### config.mk
export PLATFORM = sky130hd
export DESIGN_NAME = fetch
export DESIGN_NICKNAME = d
export VERILOG_FILES = /design/src/rtl/fetch_pkg.sv /design/src/rtl/fetch_pc.sv /design/src/rtl/fetch.sv
export SDC_FILE = /design/constraint.sdc
export NUM_CORES = 1
export LEC_CHECK = 0
export CORE_ASPECT_RATIO = 1.75
export CORE_MARGIN = 2
export CORE_UTILIZATION = 30
export DETAILED_ROUTE_END_ITERATION = 8
export DONT_BUFFER_PORTS = 1
export PLACE_DENSITY_LB_ADDON = 0.25
export SKIP_CTS_REPAIR_TIMING = 1
export SLEW_MARGIN = 10
export SYNTH_ARGS = -nofsm -noshare
export SYNTH_HDL_FRONTEND = slang
export SYNTH_SLANG_ARGS = --single-unit
### constraint.sdc
create_clock -name clk -period 1.8 [get_ports clk]
set_input_delay 0.36 -clock clk [delete_from_list [all_inputs] [get_ports clk]]
set_output_delay 0.36 -clock clk [all_outputs]
set_load 0.01 [all_outputs]
### src/rtl/fetch_pkg.sv
// Shared fetch/decode definitions: FSM state encoding, exception codes, PC increment helper.
package fetch_pkg;

  typedef enum logic [2:0] {
    S_ISSUE = 3'd0,
    S_WAIT  = 3'd1,
    S_OUT   = 3'd2,
    S_DRAIN = 3'd3,
    S_HALT  = 3'd4
  } state_t;

  localparam logic [5:0] EXC_INST_MISALIGNED   = 6'd0;
  localparam logic [5:0] EXC_INST_ACCESS_FAULT = 6'd1;
  localparam logic [5:0] EXC_ILLEGAL_INST      = 6'd2;

  // Wraps modulo 2^32 by construction of the 32-bit sum.
  function automatic logic [31:0] pc_inc(input logic [31:0] pc);
    return pc + 32'd4;
  endfunction

endpackage

### src/rtl/fetch_pc.sv
// Program counter: reset load, redirect mux and +4 advance.
// FETCH_MISALIGN_CHECK_EN keeps redirect targets as-is; otherwise their low two bits are cleared.
module fetch_pc
  import fetch_pkg::*;
#(
  parameter logic [31:0] RESET_PC = 32'h0000_0000
) (
  input  logic        clk,
  input  logic        reset,
  input  logic        i_flush,
  input  logic [31:0] i_flush_pc,
  input  logic        i_advance,
  output logic [31:0] o_pc
);

  logic [31:0] r_pc;
  logic [31:0] w_flush_tgt;

`ifdef FETCH_MISALIGN_CHECK_EN
  assign w_flush_tgt = i_flush_pc;
`else
  assign w_flush_tgt = i_flush_pc & ~32'h0000_0003;
`endif

  always_ff @(posedge clk) begin
    if (reset)          r_pc <= RESET_PC;
    else if (i_flush)   r_pc <= w_flush_tgt;
    else if (i_advance) r_pc <= pc_inc(r_pc);
  end

  assign o_pc = r_pc;

endmodule

### src/rtl/fetch.sv
// Instruction fetch: one outstanding request, registered output word with back-pressure and redirect.
// FETCH_MISALIGN_CHECK_EN enables the misaligned-PC fetch exception.
//
// state   | meaning
// S_ISSUE | request at PC, wait for grant
// S_WAIT  | granted, wait for response
// S_OUT   | word held on outputs until consumed
// S_DRAIN | redirected with a response still owed; swallow it
// S_HALT  | exception delivered; idle until redirect
module fetch
  import fetch_pkg::*;
#(
  parameter logic [31:0] RESET_PC = 32'h0000_0000
) (
  input  logic        clk,
  input  logic        reset,
  input  logic        flush,
  input  logic [31:0] flush_pc,
  input  logic        stall,
  output logic [31:0] inst,
  output logic [31:0] inst_pc,
  output logic        inst_valid,
  output logic [5:0]  exception_num_out,
  output logic        exception_valid_out,
  output logic        mem_req,
  output logic [31:0] mem_addr,
  input  logic        mem_gnt,
  input  logic        mem_rvalid,
  input  logic [31:0] mem_rdata,
  input  logic        mem_err
);

  state_t      r_state, w_next;
  logic [31:0] w_pc;
  logic        w_req, w_capture, w_mis_take, w_consume, w_misalign;
  logic [31:0] r_inst, r_inst_pc;
  logic [5:0]  r_exc_num;
  logic        r_exc_valid, r_valid;

  fetch_pc #(.RESET_PC(RESET_PC)) u_pc (
    .clk        (clk),
    .reset      (reset),
    .i_flush    (flush),
    .i_flush_pc (flush_pc),
    .i_advance  (w_capture),
    .o_pc       (w_pc)
  );

`ifdef FETCH_MISALIGN_CHECK_EN
  assign w_misalign = (w_pc[1:0] != 2'b00);
`else
  assign w_misalign = 1'b0;
`endif

  always_comb begin
    w_next     = r_state;
    w_req      = 1'b0;
    w_capture  = 1'b0;
    w_mis_take = 1'b0;
    w_consume  = 1'b0;
    case (r_state)
      S_ISSUE: begin
        if (w_misalign) begin
          if (!flush) begin
            w_mis_take = 1'b1;
            w_next     = S_OUT;
          end
        end else begin
          w_req = 1'b1;
          // A grant taken alongside a redirect still owes us a response.
          if (flush)        w_next = mem_gnt ? S_DRAIN : S_ISSUE;
          else if (mem_gnt) w_next = S_WAIT;
        end
      end
      S_WAIT: begin
        if (flush) begin
          w_next = mem_rvalid ? S_ISSUE : S_DRAIN;
        end else if (mem_rvalid) begin
          w_capture = 1'b1;
          w_next    = S_OUT;
        end
      end
      S_OUT: begin
        if (flush) begin
          w_next = S_ISSUE;
        end else if (!stall) begin
          w_consume = 1'b1;
          w_next    = r_exc_valid ? S_HALT : S_ISSUE;
        end
      end
      S_DRAIN: if (mem_rvalid) w_next = S_ISSUE;
      S_HALT:  if (flush)      w_next = S_ISSUE;
      default: w_next = S_ISSUE;
    endcase
  end

  always_ff @(posedge clk) begin
    if (reset) r_state <= S_ISSUE;
    else       r_state <= w_next;
  end

  always_ff @(posedge clk) begin
    if (reset || flush) begin
      r_inst      <= 32'h0;
      r_inst_pc   <= 32'h0;
      r_exc_num   <= 6'd0;
      r_exc_valid <= 1'b0;
      r_valid     <= 1'b0;
    end else if (w_capture) begin
      r_inst      <= mem_err ? 32'h0 : mem_rdata;
      r_inst_pc   <= w_pc;
      r_exc_num   <= mem_err ? EXC_INST_ACCESS_FAULT : 6'd0;
      r_exc_valid <= mem_err;
      r_valid     <= 1'b1;
    end else if (w_mis_take) begin
      r_inst      <= 32'h0;
      r_inst_pc   <= w_pc;
      r_exc_num   <= EXC_INST_MISALIGNED;
      r_exc_valid <= 1'b1;
      r_valid     <= 1'b1;
    end else if (w_consume) begin
      r_valid     <= 1'b0;
    end
  end

  assign mem_req             = w_req & ~reset;
  assign mem_addr            = w_pc;
  assign inst                = r_inst;
  assign inst_pc             = r_inst_pc;
  assign exception_num_out   = r_exc_num;
  assign exception_valid_out = r_exc_valid;
  assign inst_valid          = r_valid & ~flush;

endmodule

Word-level counts from Yosys, hierarchy flattened
Index checks and enable logic that the tools add are counted.
Widths: inputs -> output; s select.
Word-level totals
  output and inout port bits: 105
  word-level logic and storage cells: 57
  bits in registers: 107
  bits of input ports: 71
Cells by class
  add/subtract/negate cells: 1
  bitwise logic cells: 4
  muxes and demuxes: 29
  eq/ne operators: 9
  reductions and logical operators: 6
Operators by type and width (count)
  $mux 32: 5
  $add 32x3->32 const B: 1
  $mux 3: 9
  $pmux 3 s5: 1
  $mux 1: 11
  $ne 3x3->1 const B: 3
  $eq 3x2->1 const B: 2
  $mux 6: 1
  $reduce_and 5->1: 1
  $mux 2: 2
  $ne 2x2->1 const B: 2
  $reduce_bool 2->1: 2
  $eq 3x1->1 const B: 1
  $eq 3x3->1 const B: 1
  $logic_not 3->1: 1
  $and 1x1->1: 2
  $not 1->1: 2
  $reduce_or 2->1: 1
  $logic_or 1x1->1: 1

Logic depth before layout (Yosys ltp)
  depth after elaboration: 5
  mapped depth: 8
  mapped depth without buffers: 6

Cells and area by module
From an unflattened synthesis, not the netlist that was laid out.
Second synthesis, totals
  cells, all modules: 578
  area total of the unflattened synthesis: 4611.9 um^2
Modules (own cells, without submodules)
  fetch: area an instance 2682.6 um^2, sequential area each 1381.3 um^2, instances 1, cells an instance 327
  fetch_pc: area an instance 1929.4 um^2, sequential area each 600.6 um^2, instances 1, cells an instance 251

Worst setup path after synthesis
Ideal clock, no wire load.
  path type: register to register
  from: register u_pc.r_pc[8] (netlist: u_pc.o_pc[8])
  to: register u_pc.r_pc[21] (netlist: u_pc.o_pc[21])
  period minus slack after synthesis: 1.829 ns
  stages on the path, launching flop included: 6
  path slack: -0.029 ns
  arrival: 1.755 ns
  buffers on the path: 0
  library setup time: 0.074 ns
  required time: 1.726 ns
  cells stage by stage: dfxtp_1 > nand4_2 > nor4_4 > nand2_1 > or4_1 > a31oi_1
On the way
  word-level cells in the longest chain between the ends: 3
RTL lines
  start: declaration: line fetch_pc.sv:16  | logic [31:0] r_pc;
  start signal: assignment: line fetch_pc.sv:27  | else if (i_flush) r_pc <= w_flush_tgt;
  start signal: assignment: line fetch_pc.sv:28  | else if (i_advance) r_pc <= pc_inc(r_pc);
  $add 32x3->32: line fetch_pkg.sv:18  | return pc + 32'd4;
  $mux 32: line fetch_pc.sv:28
  $mux 32: line fetch_pc.sv:27
Every way passes these cells. The select of a mux whose other input is x is not followed.
A chain may end at the register's enable or synchronous reset.

Worst setup path in the final report
  from: register u_pc.r_pc[7] (netlist: u_pc.o_pc[7])
  to: register u_pc.r_pc[21] (netlist: u_pc.o_pc[21])
The elaborated chain is that of the path after synthesis.

==> results.sh <==
export IMPL_post_route_period_util_pct=96.3
export IMPL_cts_clk_slew_worst_paths_ns=0.07
export IMPL_dr_pass1_iters=4
export IMPL_vias=3749
export IMPL_skew_ns=0.00471
export IMPL_synth_seq_area_share_pct=45.0
export IMPL_cellPowerDensity_nw_per_um2=916
export IMPL_cts_root_buf="clkbuf_16"
export IMPL_cts_sinks=97
export IMPL_worstPathCellList="nand4_4, nor4_4, buf_4, nand2_2, or4_1, a31oi_1"
export IMPL_rsz0062_at_grt="yes"
export IMPL_grt_use_total_pct=16.2
export IMPL_grt_max_degree=43
export IMPL_crit_buf_inv=1
export IMPL_drive_gt1_share_pct=14.5
export IMPL_path_class="flop to flop"
export IMPL_synth_cells=533
export IMPL_ys_types=45
export IMPL_ys_ff_latch=97
export IMPL_drt_iter0_drc=150
export IMPL_grt_overflow_total=0
export IMPL_coreArea_um2=14200
export IMPL_min_period_ns=1.73
export IMPL_clock_latency_ns=0.34
export IMPL_grt_pass1_vias=3733
export IMPL_synth_top_area_cell="dfxtp_1"
export IMPL_holdCritPathClass="input port to flop"
export IMPL_hold_depth=1
export IMPL_cellLeakagePower_uw=0.00173
export IMPL_outcome="finished, final reports clean"
export IMPL_synth_top_area_share_pct=45.0
export IMPL_crit_required_ns=2.07
export IMPL_r2r_setup_slack_ns=0.07
export IMPL_pin_count=176
export IMPL_syn_area_per_cell_um2=8.09
export IMPL_drc_errors=0
export IMPL_num_rows=58
export IMPL_hold_viol=0
export IMPL_dpl_cell_area_um2=4710
export IMPL_vdd_drop_max_v=0.000412
export IMPL_synth_compound_area_share_pct=14.1
export IMPL_setup_viol=0
export IMPL_cts_buffer_depth=2
export IMPL_crit_family="simple AND/OR/NAND/NOR gates"
export IMPL_cp_start_kind="flop"
export IMPL_end_kind="flop"
export IMPL_crit_fanout=4
export IMPL_cp_data_arrival_time_ns=2.01
export IMPL_dp_final_hpwl_um=9260
export IMPL_max_freq_ghz=0.577
export IMPL_synthAdderAreaFrac_pct=0.290
export IMPL_htreeDepth=3
export IMPL_synth_edff_count=0
export IMPL_synthMuxAreaShare_pct=0.464
export IMPL_finalInstanceArea_um2=5070
export IMPL_synth_xor_area_share_pct=5.28
export IMPL_yosys_warnings=0
export IMPL_grt_pass1_wl_um=19200
export IMPL_avgViaCountPerCell=5.11
export IMPL_gp_congestion=0.773
export IMPL_slowest_stage="or4_1"
export IMPL_syn2layout_area_growth_pct=17.5
export IMPL_slew_violations=0
export IMPL_antenna_found_initial=0
export IMPL_maxCapViolCount=0
export IMPL_placed_cells=717
export IMPL_hold_slack_ns=0.0777
export IMPL_worst_r2r_path_depth=6
export IMPL_yosys_area_share_simple_pct=28.7
export IMPL_ys_async_sr_fraction_pct=0
export IMPL_dieHeight_um=163
export IMPL_cts_tree="yes"
export IMPL_final_cells=733
export IMPL_dieWidth_um=94.6
export IMPL_post_drt_wl_per_cell_um=17.2
export IMPL_slowest_delay_ns=0.40
export IMPL_final_util_pct=35.6
export IMPL_wl_um=12600
export IMPL_ant_nets=0
export IMPL_die_area_um2=15400
export IMPL_fin_nets=621
export IMPL_synthFlopType="dfxtp_1"
export IMPL_cp_num_cells=6
export IMPL_synth_area_top_cells="dfxtp_1 (45%), nand2_1 (11%), a21oi_1 (9.5%)"
export IMPL_io_buffers=0
export IMPL_netlist_area_um2=4310
export IMPL_n_antenna_cell=0
export IMPL_synth_top_family_by_area="simple AND/OR/NAND/NOR gates"
export IMPL_cts_inserted_buffers=9
export IMPL_initial_utilization_pct=30.3
-- cell usage after synthesis, types with 2 or more instances --
master and count:
o311ai_0 2, nand2_1 123, nand4_1 15, buf_4 10, nor2_1 29, mux2i_1 2
nor2b_1 3, a31oi_1 3, xnor2_1 9, a21oi_1 82, buf_6 2, and3_1 5
a211oi_1 15, dfxtp_1 97, nand3b_1 33, xor2_1 17, nand3_1 14, and2_1 3
o21ai_1 2, inv_1 4, clkbuf_1 33, buf_2 3, nor4_4 2, nor4_1 3
and4_1 2
-- where the power goes --
group	leakage [uW]	internal (uW)	switching, uW
sequential	0.000790	2200	51.6
combinational	0.000807	183	276
clock	0.000130	1070	850
-- area by class of cell --
class / count / area [um2]
flip-flops and latches: 97 / 1950
well taps: 180 / 225
multi-input cells: 390 / 2210
clock buffers: 9 / 225
repair buffers: 46 / 374
fillers: 1506 / 9160
inverters: 5 / 18.8
clock inverters: 6 / 68.8
-- metrics by stage --
step,setup slack (ns),TNS [ns],power (uW)
2_1_floorplan,0.0233,0,2620
3_3_place_gp,0.0273,0,2740
3_5_place_dp,0.0267,0,2750
4_1_cts,-0.00531,-0.00531,4700
5_1_grt,-0.0229,-0.0616,4850
6_report,0.0675,0,4640
-- cells in the final DEF, fill, tap and decap left out, types with 9 or more instances in the layout --
cell type,synthesis,routed
a211oi_1,15,14
xnor2_1,9,9
conb_1,1,9
nand3b_1,33,33
clkbuf_16,0,9
a21oi_1,82,82
nor2_1,29,27
xor2_1,17,17
nand3_1,14,14
dfxtp_1,97,93
nand4_1,15,15
nand2_1,123,121
buf_4,10,43
-- cell families after synthesis --
logic type      Yosys count
buf+inv                  54
fa+ha+maj                 1
simple gates            243
flops                    97
other cells               1
compound gates          109
xor+xnor                 26
mux                       2
-- flip-flops by register name, summed over array words and instances (netlist names) --
signal               flops
inst                    32
u_pc.o_pc               30
inst_pc                 30
r_state                  3
exception_valid_out      1
r_valid                  1
-- final timing paths --
check                       startpoint                         end
max          u_pc.o_pc[7]$_SDFFE_PP0P_  u_pc.o_pc[21]$_SDFFE_PP0P_
min                              reset  u_pc.o_pc[31]$_SDFFE_PP0P_
max reg2reg  u_pc.o_pc[7]$_SDFFE_PP0P_  u_pc.o_pc[21]$_SDFFE_PP0P_
min reg2reg       r_valid$_SDFFE_PP0P_        r_valid$_SDFFE_PP0P_
-- metal layers --
metal	GRT usage [%]	up-vias	wire length, um	part of all wire [%]
met5	0	-	0	0
met2	29.0	151	6770	54
met1	17.2	1747	4540	36
met3	4.81	20	977	7.8
li1	-	1831	-	-
met4	6.79	0	295	2.3
Note: power is estimated with default switching activity, not from simulation.
